--- config.mk ---
export PLATFORM = sky130hd
export DESIGN_NAME = mmio_id_tracker
export DESIGN_NICKNAME = d
export VERILOG_FILES = /design/src/rtl/mmio_id_tracker.sv
export SDC_FILE = /design/constraint.sdc
export NUM_CORES = 1
export LEC_CHECK = 0
export CORE_UTILIZATION = 54
export CTS_CLUSTER_SIZE = 12
export DETAILED_ROUTE_END_ITERATION = 6
export PLACE_DENSITY = 0.88
export SETUP_SLACK_MARGIN = 0.2
export SLEW_MARGIN = 5
export SYNTH_ARGS = -nofsm -noshare
export SYNTH_HDL_FRONTEND = slang
export SYNTH_HIERARCHICAL = 1
export SYNTH_SLANG_ARGS = --single-unit
--- constraint.sdc ---
create_clock -name kcd_clk -period 3.2 [get_ports kcd_clk]
set_input_delay 0.32 -clock kcd_clk [delete_from_list [all_inputs] [get_ports kcd_clk]]
set_output_delay 0.32 -clock kcd_clk [all_outputs]
set_load 0.05 [all_outputs]
--- src/rtl/mmio_id_tracker.sv ---
// rtl/mmio_id_tracker.sv - MMIO read/write transaction ID tracker (optional orphan detect: MMIO_ID_TRACKER_ERR_EN)

module mmio_id_fifo #(
    parameter int ID_WIDTH = 16,
    parameter int DEPTH    = 4
) (
    input  logic                       clk,
    input  logic                       rst,
    input  logic                       push,
    input  logic [ID_WIDTH-1:0]        push_id,
    input  logic                       pop,
    output logic [ID_WIDTH-1:0]        head_id,
    output logic [$clog2(DEPTH+1)-1:0] count,
    output logic                       full
);

    localparam int PW = $clog2(DEPTH);
    localparam int CW = $clog2(DEPTH+1);

    logic [ID_WIDTH-1:0] mem [DEPTH];
    logic [PW-1:0]       wr_ptr;
    logic [PW-1:0]       rd_ptr;
    logic [CW-1:0]       cnt;
    logic                empty;
    logic                do_push;
    logic                do_pop;

    // Full/empty come only from the registered count, so a pop never frees a slot for a same-cycle push.
    assign full    = (cnt == CW'(DEPTH));
    assign empty   = (cnt == '0);
    assign do_push = push & ~full;
    assign do_pop  = pop & ~empty;
    assign count   = cnt;

    // Pointer and occupancy bookkeeping; pointers wrap naturally since DEPTH is a power of two.
    always_ff @(posedge clk or posedge rst) begin
        if (rst) begin
            wr_ptr <= '0;
            rd_ptr <= '0;
            cnt    <= '0;
        end else begin
            if (do_push) begin
                wr_ptr <= wr_ptr + 1'b1;
            end
            if (do_pop) begin
                rd_ptr <= rd_ptr + 1'b1;
            end
            case ({do_push, do_pop})
                2'b10:   cnt <= cnt + 1'b1;
                2'b01:   cnt <= cnt - 1'b1;
                default: cnt <= cnt;
            endcase
        end
    end

    // ID storage; contents need no reset because the count masks stale entries.
    always_ff @(posedge clk) begin
        if (do_push) begin
            mem[wr_ptr] <= push_id;
        end
    end

    // Head is read straight from storage; an empty FIFO presents zero.
    assign head_id = empty ? '0 : mem[rd_ptr];

endmodule

module mmio_id_tracker #(
    parameter int ID_WIDTH = 16,
    parameter int DEPTH    = 4
) (
    input  logic                       kcd_clk,
    input  logic                       kcd_reset,

    input  logic                       s_arvalid,
    input  logic [ID_WIDTH-1:0]        s_arid,
    output logic                       s_arready,
    output logic                       m_arvalid,
    input  logic                       m_arready,
    input  logic                       m_rvalid,
    input  logic                       s_rready,
    output logic [ID_WIDTH-1:0]        s_rid,

    input  logic                       s_awvalid,
    input  logic [ID_WIDTH-1:0]        s_awid,
    output logic                       s_awready,
    output logic                       m_awvalid,
    input  logic                       m_awready,
    input  logic                       m_bvalid,
    input  logic                       s_bready,
    output logic [ID_WIDTH-1:0]        s_bid,

    output logic [$clog2(DEPTH+1)-1:0] rd_count,
    output logic [$clog2(DEPTH+1)-1:0] wr_count,
    output logic                       id_err
);

    logic rd_full;
    logic wr_full;
    logic rd_push;
    logic wr_push;
    logic rd_pop;
    logic wr_pop;

    // Address channels pass through only while there is room to remember the ID; held closed in reset.
    assign s_arready = ~kcd_reset & m_arready & ~rd_full;
    assign m_arvalid = ~kcd_reset & s_arvalid & ~rd_full;
    assign s_awready = ~kcd_reset & m_awready & ~wr_full;
    assign m_awvalid = ~kcd_reset & s_awvalid & ~wr_full;

    assign rd_push = s_arvalid & s_arready;
    assign wr_push = s_awvalid & s_awready;
    assign rd_pop  = m_rvalid & s_rready;
    assign wr_pop  = m_bvalid & s_bready;

    mmio_id_fifo #(
        .ID_WIDTH (ID_WIDTH),
        .DEPTH    (DEPTH)
    ) u_rd_fifo (
        .clk      (kcd_clk),
        .rst      (kcd_reset),
        .push     (rd_push),
        .push_id  (s_arid),
        .pop      (rd_pop),
        .head_id  (s_rid),
        .count    (rd_count),
        .full     (rd_full)
    );

    mmio_id_fifo #(
        .ID_WIDTH (ID_WIDTH),
        .DEPTH    (DEPTH)
    ) u_wr_fifo (
        .clk      (kcd_clk),
        .rst      (kcd_reset),
        .push     (wr_push),
        .push_id  (s_awid),
        .pop      (wr_pop),
        .head_id  (s_bid),
        .count    (wr_count),
        .full     (wr_full)
    );

`ifdef MMIO_ID_TRACKER_ERR_EN
    logic orphan;

    assign orphan = (rd_pop & (rd_count == '0)) | (wr_pop & (wr_count == '0));

    // Sticky flag for a response that arrived with no outstanding ID to match it.
    always_ff @(posedge kcd_clk or posedge kcd_reset) begin
        if (kcd_reset) begin
            id_err <= 1'b0;
        end else if (orphan) begin
            id_err <= 1'b1;
        end
    end
`else
    assign id_err = 1'b0;
`endif

endmodule

== Word level (Yosys, flattened, before mapping) ==
Memories as Yosys holds them, arrays and structs flattened.
Index checks and enable logic that the tools add are counted.

* Reductions and logical operators: 4
* Bitwise gates (word level): 21
* $add $sub $neg: 8
* Equality and inequality tests: 6
* Muxes and demuxes: 8

{| class="wikitable"
|+ Operators by type and width
! kind !! number
|-
| 2-to-1 mux 16 bit || 2
|-
| bitwise AND 1 bit || 16
|-
| one-hot mux 3 bit (2 select lines) || 2
|-
| adder 2 x 1 -> 2 bit, second input constant || 4
|-
| adder 3 x 1 -> 3 bit, second input constant || 2
|-
| equality test 3 bit, second input constant || 2
|-
| zero test 3 bit || 2
|-
| subtractor 3 x 1 -> 3 bit, second input constant || 2
|-
| NOT 1 bit || 5
|-
| equality test 2 x 1 -> 1 bit, second input constant || 2
|-
| equality test 2 bit, second input constant || 2
|-
| 2-to-1 mux 1 bit || 4
|-
| nonzero test 2 bit || 2
|}

* Logic and storage cells: 55
* Bits in writable memories: 128
* Register bits: 14
* Memories kept: 2

{| class="wikitable"
|+ Memories
! memory !! depth !! bits a word !! read ports !! clocked after memory_dff !! write ports !! line !! text
|-
| u_rd_fifo.mem || 4 || 16 || 1 || 0 || 1 || 20 || <nowiki>logic [ID_WIDTH-1:0] mem [DEPTH];</nowiki>
|-
| u_wr_fifo.mem || 4 || 16 || 1 || 0 || 1 || 20 ||
|}

== Longest topological paths before layout ==
Gate-level depths: netlist of the first run.

* Word-level depth: 7
* Mapped depth: 10
* Gate-level depth less buffers: 10

== Hierarchy ==
Netlist of the first run, hierarchy kept.

{| class="wikitable"
|+ By module, submodules not included
! module !! area an instance (sq um) !! cells each !! instances
|-
| mmio_id_fifo || 2867.8 || 140 || 2
|-
| mmio_id_tracker || 78.8 || 10 || 1
|}

== Worst setup path before layout of the first run ==
No wires, ideal clock.

* Kind: flip-flop to flip-flop
* Start: register u_rd_fifo.cnt[2], in the netlist u_rd_fifo/count[2]
* End: register u_rd_fifo.cnt[2], in the netlist u_rd_fifo/count[2]
* Path slack: 0.663 ns
* Stages on the path, launching flop included: 11
* Library setup time: 0.082 ns
* Arrival time: 2.455 ns
* Required time: 3.118 ns
* Path through: dfrtp_1 > nor3b_2 > and4bb_2 > nor2b_2 > inv_1 > ha_1 > inv_1 > fa_1 > xor2_1 > nor2_1 > xor2_1

* Word-level cells in the longest chain between the ends: 7

{| class="wikitable"
|+ RTL lines
! item !! line !! text
|-
| start, declared || 23 || <nowiki>logic [CW-1:0] cnt;</nowiki>
|-
| start signal, assigned || 49 || <nowiki>2'b10: cnt <= cnt + 1'b1;</nowiki>
|-
| start signal, assigned || 50 || <nowiki>2'b01: cnt <= cnt - 1'b1;</nowiki>
|-
| start signal, assigned || 51 || <nowiki>default: cnt <= cnt;</nowiki>
|-
| equality test 3 bit * || 29 || <nowiki>assign full = (cnt == CW'(DEPTH));</nowiki>
|-
| via rd_full || 98 || <nowiki>logic rd_full;</nowiki>
|-
| NOT 1 bit * || 106 || <nowiki>assign s_arready = ~kcd_reset & m_arready & ~rd_full;</nowiki>
|-
| bitwise AND 1 bit * || 106 ||
|-
| bitwise AND 1 bit * || 111 || <nowiki>assign rd_push = s_arvalid & s_arready;</nowiki>
|-
| via rd_push || 100 || <nowiki>logic rd_push;</nowiki>
|-
| bitwise AND 1 bit * || 31 || <nowiki>assign do_push = push & ~full;</nowiki>
|-
| equality test 2 x 1 -> 1 bit / equality test 2 bit (equally long branches) || 48 || <nowiki>case ({do_push, do_pop})</nowiki>
|-
| one-hot mux 3 bit (2 select lines) / nonzero test 2 bit (equally long branches) || -- ||
|}

The timed path passes the listed nets; every way through them passes the cells marked *.
A chain may end at the register's enable or synchronous reset.

== Worst setup path after layout of the first run ==
* Start: register u_wr_fifo.rd_ptr[0]
* End: output s_bid[8]

* Word-level cells in the longest chain between the ends: 2

{| class="wikitable"
|+ RTL lines
! item !! line !! text
|-
| start, declared || 22 || <nowiki>logic [PW-1:0] rd_ptr;</nowiki>
|-
| start signal, assigned || 46 || <nowiki>rd_ptr <= rd_ptr + 1'b1;</nowiki>
|-
| memory read (4 x 16 bit) || -- ||
|-
| 2-to-1 mux 16 bit || 64 || <nowiki>assign head_id = empty ? '0 : mem[rd_ptr];</nowiki>
|-
| end, declared || 91 || <nowiki>output logic [ID_WIDTH-1:0] s_bid,</nowiki>
|}

No other way between the ends.

==> results of run 1 <==
registers in the layout (all words and copies together), names as in the netlist:
register	cells
u_rd_fifo/count	3
u_rd_fifo/rd_ptr	2
u_wr_fifo/wr_ptr	2
u_rd_fifo/wr_ptr	2
u_wr_fifo/rd_ptr	2
u_wr_fifo/count	3
u_wr_fifo/mem	64
u_rd_fifo/mem	64
final cells by class:
| type | instances | area, um^2 | share of cell area |
|---|---|---|---|
| clock buffers | 17 | 414 | 0.0554 |
| clock inverters | 15 | 154 | 0.0206 |
| inverters | 14 | 52.6 | 0.00703 |
| multi-input cells | 123 | 1470 | 0.196 |
| flip-flops and latches | 142 | 4200 | 0.561 |
| well taps | 136 | 170 | 0.0228 |
| repair buffers | 97 | 1020 | 0.136 |
synthesized netlist by cell type, types with 4 or more instances:
master and n:
edfxtp_1 128, mux4_2 32, nor2b_1 32, dfrtp_1 14
inv_1 14, and2_1 10, ha_1 10, xor2_1 8
buf_2 6, nor2_1 4, nor3b_1 4, xnor2_1 4
cell families (layout without fill, tap and decap cells):
kind of cell,Yosys count,after routing,share of synthesized area
xor+xnor,12,12,0.0181
fa+ha+maj,12,12,0.0284
buf+inv,25,143,0.0263
flops,142,142,0.721
mux,36,36,0.131
other cells,1,1,0.000645
simple gates,62,62,0.0740
metrics by stage:
step / instance area, um^2 / total power [mW] / worst slack, ns
2_1_floorplan: 5810 / 4.67 / 0.663
3_3_place_gp: 6850 / 5.53 / 0.693
3_5_place_dp: 6850 / 5.60 / 0.622
4_1_cts: 7410 / 7.48 / 0.219
5_1_grt: 7470 / 7.69 / 0.201
6_report: 7470 / 7.38 / 0.306
final timing paths:
| path | startpoint | to | depth (start not counted) |
|---|---|---|---|
| worst max-delay path | u_wr_fifo/rd_ptr[0] | s_bid[8] | 4 |
| worst min-delay path | kcd_reset | u_wr_fifo/count[0] | 2 |
| worst max register to register | u_rd_fifo/count[0] | u_rd_fifo/count[2] | 10 |
| worst min register to register | u_wr_fifo/count[2] | u_wr_fifo/count[2] | 1 |
| max in group asynchronous | kcd_reset | u_wr_fifo/rd_ptr[0] | 2 |
| min in group kcd_clk | s_awid[0] | u_wr_fifo/mem[3][0] | 1 |
critical path: cells and delay by family (launching register included):
kind | cells | cell delay [ns]
buffers and inverters | 2 | 0.90
DFF | 1 | 0.51
muxes | 1 | 0.50
and+or+nand+nor | 1 | 0.13
report_power, final:
group          switching (mW)  total, mW  internal, mW  leakage (nW)
logic                    1.87       3.12          1.25          1.26
registers               0.191       2.41          2.22          1.32
clock network           0.791       1.85          1.06         0.269
total                    2.85       7.38          4.53          2.84
routing by layer:
layer | GRT usage | part of all wire | up-vias
met5 | 0 | 0 | -
met4 | 0.108 | 0.021 | 0
met3 | 0.0736 | 0.055 | 16
met2 | 0.375 | 0.55 | 111
met1 | 0.239 | 0.38 | 1536
li1 | - | - | 1316
repair_timing:
action | in CTS | in global routing
buffers inserted | 0 | 0
setup endpoints to repair | 24 | 24
resized for setup | 3 | 24
cloned | 0 | 0
==> results.yml, run 1 <==
status:
  status: "completed"
global_routing:
  grt_max_degree: 19
  groute.usage.overall: 0.217
  antenna_found_initial: 0
  overflow: 0
  grt_pass1_wl_um: 17100
  grt_pass1_vias: 3263
cts:
  clkLatencyLatePin_ns: 0.52
  cts_buffers: 17
  cts_sinks: 142
  cts_tree: "done"
  cts.clk_slew.worst_paths_ns: 0.06
  cts_buffer_depth: 2
  cts.hold.buffers_added: 0
  cts_root_buffer: "clkbuf_8"
  cts_max_level: 4
critical_path:
  cp-end-kind: "primary output"
  slowest_stage: "clkdlybuf4s50_1"
  path_class: "flop to primary output"
  cp_cell_sequence: "buf_12 > mux4_2 > nor2b_4 > clkdlybuf4s50_1"
  crit_path_max_incr_delay_ns: 0.70
  crit_arrival_ns: 2.57
  r2r_slack_ns: 0.75
  path_max_fanout: 12
  cp-start-kind: "flop"
  critPathRequiredTime_ns: 2.88
logic_synthesis:
  synth-edff-count: 128
  mappedNetlistArea_um2: 5810
  synth_cell_types: 25
  yosysSeqAreaShare: 0.721
  ys_top_cells_by_area: "edfxtp_1, mux4_2, dfrtp_1, nor2b_1, ha_1"
  synth.avg_cell_area_um2: 20.0
  synth_flop_cell: "edfxtp_1"
  yosys.area.top_type: "edfxtp_1"
  ys_warn_count: 6
  synthArstFlopShare: 0.0986
  ys_seq_elements: 142
  syn_nets: 344
  synth_top_area_frac: 0.661
  synthCells: 290
place:
  place_congestion: 0.692
  hpwlAfterDp_um: 6910
  dpl.cell_count: 512
  io_buffers: 83
die:
  row_count: 37
  die_h_um: 106
  die_area_um2: 11200
  num_io_pins: 85
  start_util: 0.561
  core_area_um2: 10400
  die_width_um: 106
pwr:
  p_leak_nw: 2.84
  power.density_nw_per_um2: 987
  peakVddDrop_uv: 636
sta:
  min_period_ns: 2.89
  fin_crit_sh: 0.905
  final.setup.tns_ns: 0
  timing.fmax_ghz: 0.345
  finalSetupViolations: 0
  hold_violations: 0
  finClkSkew_ns: 0.0140
  slew_violations: 0
  max-slew-margin-rel: 0.638
  rsz0062_at_grt: "no"
  whs_ns: 0.216
  tightest_slew_ns: 0.543
drt:
  dr.first_iter.drc_count: 147
  wire_per_inst_um: 20.2
  ant_nets: 0
  drc: 0
  drt-total-wl_um: 11000
  vias: 2979
  drt_first_pass_iters: 4
  viasPerCell: 5.48
worst_hold_path:
  min_path_type: "input port to asynchronous set/reset pin"
cells_and_area:
  layoutNonFillerInstCount: 544
  fin_util: 0.721
  finalNetCount: 449
  diodes: 0
  drive_gt1_frac: 0.221
  final_cell_mix: "edfxtp_1, clkdlybuf4s50_1, nor2b_1, mux4_2, dlymetal6s2s_1"
  area_growth_pct: 28.6
  final_common_cell: "edfxtp_1"
  fill_cells: 618
run:
  maxCapViolCount: 0
Note: power is estimated with default switching activity, not from simulation.
==> run 2, diff against run 1 <==
--- a/config.mk
+++ b/config.mk
@@ -9,7 +9,7 @@
 export CTS_CLUSTER_SIZE = 12
 export DETAILED_ROUTE_END_ITERATION = 6
 export PLACE_DENSITY = 0.88
-export SETUP_SLACK_MARGIN = 0.2
+export REMOVE_ABC_BUFFERS = 1
 export SLEW_MARGIN = 5
 export SYNTH_ARGS = -nofsm -noshare
 export SYNTH_HDL_FRONTEND = slang
==> constraint.sdc (replaced) <==
create_clock -name kcd_clk -period 3.2 [get_ports kcd_clk]
set_input_delay 0.32 -clock kcd_clk [delete_from_list [all_inputs] [get_ports kcd_clk]]
set_output_delay 0.32 -clock kcd_clk [all_outputs]
set_load 0.01 [all_outputs]
==> results.yml, run 2 (synthesis results as in run 1) <==
critical_path:
  path_class: "flop to primary output"
  critPathRequiredTime_ns: 2.88
  cp-end-kind: "primary output"
  path_max_fanout: 17
  cp-start-kind: "flop"
  crit_arrival_ns: 2.50
sta:
  max-slew-margin-rel: 0.465
  slew_violations: 0
  timing.fmax_ghz: 0.354
  tightest_slew_ns: 0.803
  whs_ns: 0.220
  hold_violations: 0
  rsz0062_at_grt: "no"
  finalSetupViolations: 0
  final.setup.tns_ns: 0
  finClkSkew_ns: 0.0102
  fin_crit_sh: 0.882
  min_period_ns: 2.82
pwr:
  power.density_nw_per_um2: 868
  pwr-share-seq: 0.377
  p_total_mw: 6.41
  swShare: 0.286
  p_leak_nw: 2.58
  switching_power_mw: 1.83
  clkPwrFrac: 0.294
  p_comb_frac: 0.329
  peakVddDrop_uv: 454
  internal_power_mw: 4.58
cts:
  cts.clk_slew.worst_paths_ns: 0.06
  cts_resized: 0
  cts_max_level: 4
  cts.hold.buffers_added: 0
  cts_tree: "done"
  postCtsSetupRepairBufs: 0
  clkLatencyLatePin_ns: 0.52
  cts_buffer_depth: 2
  cts_buffers: 17
  cts_root_buffer: "clkbuf_8"
  cts_sinks: 142
cells_and_area:
  final_cell_mix: "edfxtp_1, clkdlybuf4s50_1, nor2b_1, mux4_2, clkbuf_16"
  area_growth_pct: 27.0
  design_area_um2: 7390
  layoutNonFillerInstCount: 543
  reg_top3: "u_rd_fifo/mem: 64 flops, u_wr_fifo/mem: 64 flops"
  finalNetCount: 448
  diodes: 0
  fill_cells: 621
  drive_gt1_frac: 0.211
  final_common_cell: "edfxtp_1"
drt:
  drt_first_pass_iters: 4
  drt-total-wl_um: 10400
  vias: 2936
  drc: 0
  ant_nets: 0
  wire_per_inst_um: 19.1
  viasPerCell: 5.41
  dr.first_iter.drc_count: 155
place:
  io_buffers: 83
  dpl.cell_count: 511
  place_congestion: 0.733
  hpwlAfterDp_um: 6790
  placed_area_um2: 6810
die:
  num_io_pins: 85
  die_width_um: 106
  row_count: 37
  start_util: 0.561
  die_h_um: 106
  core_area_um2: 10400
  die_area_um2: 11200
global_routing:
  antenna_found_initial: 0
  overflow: 0
  grt_max_degree: 19
  grt_pass1_wl_um: 16700
  grt_pass1_vias: 3248
  groute.usage.overall: 0.207
worst_hold_path:
  min_path_type: "input port to asynchronous set/reset pin"
run:
  maxCapViolCount: 0
status:
  status: "completed"
## run 2: cell types whose count changed in the layout (fill, tap and decap cells not counted)
cell / change
dlymetal6s2s_1: -24
clkinv_4: -1
dlygate4sd2_1: -1
buf_12: -2
inv_8: -4
dfrtp_2: -2
bufinv_16: +1
clkdlybuf4s50_1: +25
clkbuf_1: +1
inv_6: +3
dfrtp_1: +2
buf_4: +1
## run 2: final timing paths
kind	slack, ns	start	cells past startpoint	endpoint
worst max register to register	0.80	u_rd_fifo/count[2]	10	u_rd_fifo/count[2]
min in group kcd_clk	0.44	s_awid[3]	1	u_wr_fifo/mem[2][3]
worst min-delay path	0.22	kcd_reset	2	u_wr_fifo/wr_ptr[1]
worst min register to register	0.54	u_wr_fifo/count[2]	1	u_wr_fifo/count[2]
worst max-delay path	0.38	u_wr_fifo/rd_ptr[1]	3	s_bid[14]
max in group asynchronous	2.75	kcd_reset	2	u_rd_fifo/rd_ptr[0]
## run 2: cell type report
type,count,area (um^2),area share
timing repair buffer,96,928,0.126
sequential,142,4190,0.568
clock inverter,14,156,0.0212
clock buffer,18,418,0.0566
tap,136,170,0.0230
multi-input combinational,123,1470,0.199
inverter,14,52.6,0.00711
## run 2: metal layers
| layer | global-route usage | vias up | share of wire |
|---|---|---|---|
| li1 | - | 1317 | - |
| met1 | 0.249 | 1518 | 0.39 |
| met5 | 0 | - | 0 |
| met3 | 0.0526 | 9 | 0.046 |
| met4 | 0.0883 | 0 | 0.011 |
| met2 | 0.356 | 92 | 0.55 |
## run 2: metrics by stage
step / worst slack, ns / util
after global routing: 0.281 / 0.712
after global placement: 0.725 / 0.657
final: 0.377 / 0.712
after floorplan: 0.931 / -
after detailed placement: 0.653 / 0.657
after CTS: 0.335 / 0.712
## run 2: worst max-delay path, stage by stage, from the launching register on
cell	delay, ns
dfrtp_1	0.85
mux4_2	0.34
nor2b_1	0.22
clkdlybuf4s50_1	0.58
## run 2: power by group through the flow
stage | clock, mW | sequential (mW) | combinational [mW]
2_1_floorplan | 0 | 2.51 | 1.06
3_3_place_gp | 0 | 2.44 | 2.07
3_5_place_dp | 0 | 2.46 | 2.12
4_1_cts | 1.91 | 2.42 | 2.14
5_1_grt | 1.99 | 2.45 | 2.28
6_report | 1.89 | 2.42 | 2.11
==> patch, RTL diff (settings of run 1) <==
The option `MMIO_ID_TRACKER_ERR_EN` is turned on by a define.
--- a/src/rtl/mmio_id_tracker.sv
+++ b/src/rtl/mmio_id_tracker.sv
@@ -1,2 +1,4 @@
 // rtl/mmio_id_tracker.sv - MMIO read/write transaction ID tracker (optional orphan detect: MMIO_ID_TRACKER_ERR_EN)
+
+`define MMIO_ID_TRACKER_ERR_EN
 
Formal check against the unedited RTL: not equivalent (Yosys sat finds a counterexample within 4 cycles, from zero or initial values and one cycle with kcd_reset high).
==> patch against run 1 <==
- wire length rose by 4.0%
- setup slack gained 22 ps
- sequential cell count grew 1
- area after synthesis increased by 0.65%
- power up 2.1%
- count of clock-buffer cells in the layout did not move
- cell area rose by 1.0%
- critical path depth unchanged
- critical path type unchanged
- critical endpoint is now s_rid[8]
==> patch: results (changes against run 1) <==
| Metric | Value |
|---|---|
| Status | `complete, no violations (unchanged)` |
| Slew HR | `64.8% (was 63.8%)` |
| First-pass GRT wire length | `17,600 um (was 17,100 um)` |
| Clock buffer depth | `2 (unchanged)` |
| CTS Buf Count | `17 (unchanged)` |
| Top flop regs | `u_rd_fifo/mem: 64 flops, u_wr_fifo/mem: 64 flops (unchanged)` |
| R2R depth | `11 (was 10)` |
| Layout Skew | `8.98 ps (was 14.0 ps)` |
| Clk_lat worst skew | `520 ps (about the same)` |
| Min Hold Slack | `145 ps (was 216 ps)` |
| Worst-path clk slew | `60 ps (about the same)` |
| Diodes inserted | `0 (unchanged)` |
| Synth top cells by count | `edfxtp_1, mux4_2, nor2b_1 (unchanged)` |
| Net Count, Synth | `349 (was 344)` |
| Nets | `456 (was 449)` |
| Crit Path Max Fanout | `10 (was 12)` |
| Routability congestion estimate | `0.725 (was 0.692)` |
| CP Data Arrival Time | `2550 ps (was 2570 ps)` |
| R2r setup slk | `710 ps (was 750 ps)` |
| Drt drc | `0 (unchanged)` |
| Psw | `0.00297 W (was 0.00285 W)` |
| Number of port buffers | `84 (was 83)` |
| Syn. warnings | `6 (unchanged)` |
| Lkg Pwr | `2.89 nW (was 2.84 nW)` |
| DR WL met3 | `690 um (was 599 um)` |
| Synth top area cells | `edfxtp_1, mux4_2, dfrtp_1, nor2b_1, ha_1 (unchanged)` |
| Routed wire length | `11,400 um (was 11,000 um)` |
| FFs w/ async S/R, synth | `10.5% (was 9.86%)` |
| RR Endpoint | `u_wr_fifo/count[2] (was u_rd_fifo/count[2])` |
| Fillers | `609 (was 618)` |
| Seq/Total Area, Yosys | `72.1% (about the same)` |
| Vias in the first global route | `3,265 (was 3,263)` |
| Met3 Usage GRT | `6.44% (was 7.36%)` |
| H-tree depth | `4 (unchanged)` |
| DR top layer | `met4 (unchanged)` |
| Initial antenna violation count | `0 (unchanged)` |
| Post-synth top flop | `edfxtp_1 (unchanged)` |
| Wl on met1 | `4280 um (was 4130 um)` |
| Post-Syn Instances | `295 (was 290)` |
| Detailed Place HPWL | `6770 um (was 6910 um)` |
| Post-synth cell types | `24 (was 25)` |
| Worst vdd ir | `0.000693 V (was 0.000636 V)` |
| Gr usage total | `22.0% (was 21.7%)` |
| Met2 Wirelength | `6130 um (was 6010 um)` |
| Worst Hold Class | `in2async (unchanged)` |
| Routing usage on met2 | `38.1% (was 37.5%)` |
| Post-Place Worst Slack | `522 ps (was 622 ps)` |
| Via/cell ratio | `5.40 (was 5.48)` |
| DRT Pass-1 Iters | `5 (was 4)` |
| Fraction of final layout cells sized beyond drive strength 1 | `21.9% (was 22.1%)` |
| Final Non-Filler Cells | `551 (was 544)` |
| Met1 Usage GRT | `25.9% (was 23.9%)` |
| DP Cell Count | `519 (was 512)` |
| CTS root buf | `clkbuf_8 (unchanged)` |
| EDFF count, synth | `128 (unchanged)` |
| Post-DP Area | `6900 sq um (was 6850 sq um)` |
| Worst flop-to-flop path startpoint | `u_wr_fifo/count[0] (was u_rd_fifo/count[0])` |
| Initial DRC count | `169 (was 147)` |
| Pin count of the biggest net entering global routing | `19 (unchanged)` |
-- patch: critical path, stage by stage, from the launching register on --
cell,delay (ps)
dfrtp_1,650
buf_4,270
mux4_2,300
nor2b_4,130
clkdlybuf4s50_1,690
-- patch: cell type report --
class | count | area, sq um | share of cell area, %
sequential | 143 | 4220 | 55.9
multi-input combinational | 127 | 1490 | 19.7
timing repair buffer | 98 | 1030 | 13.6
clock buffer | 17 | 414 | 5.49
tap | 136 | 170 | 2.25
clock inverter | 15 | 169 | 2.24
inverter | 15 | 56.3 | 0.746
-- patch: what timing repair did --
item / CTS / global route
gates resized for setup: 6 / 25
setup buffers: 0 / 0
gates cloned: 0 / 0
endpoints found under the setup margin: 31 / 25
-- patch: power by group through the flow --
stage	clock network, W	logic, W	registers (W)
2_1_floorplan	0	0.00220	0.00253
3_3_place_gp	0	0.00311	0.00249
3_5_place_dp	0	0.00318	0.00251
4_1_cts	0.00193	0.00320	0.00249
5_1_grt	0.00202	0.00330	0.00252
6_report	0.00191	0.00314	0.00249
-- patch: cells by family after synthesis --
group / share of synthesized area [%]
simple gates: 7.61
buf+inv: 2.54
mux: 13.0
compound gates: 0.0854
xor+xnor: 1.80
flops: 72.1
fa+ha+maj: 2.82
-- patch: how the worst max path moves through the flow --
stage                         from            endpoint  slack (ps)  cells after the start
2_1_floorplan   u_wr_fifo/count[2]  u_wr_fifo/count[2]         210                     11
3_3_place_gp   u_wr_fifo/rd_ptr[0]            s_bid[7]         620                      4
3_5_place_dp             kcd_reset  u_wr_fifo/count[2]         520                     11
4_1_cts        u_rd_fifo/rd_ptr[0]            s_rid[5]         180                      4
5_1_grt        u_rd_fifo/rd_ptr[1]            s_rid[8]         230                      4
6_report       u_rd_fifo/rd_ptr[1]            s_rid[8]         330                      4
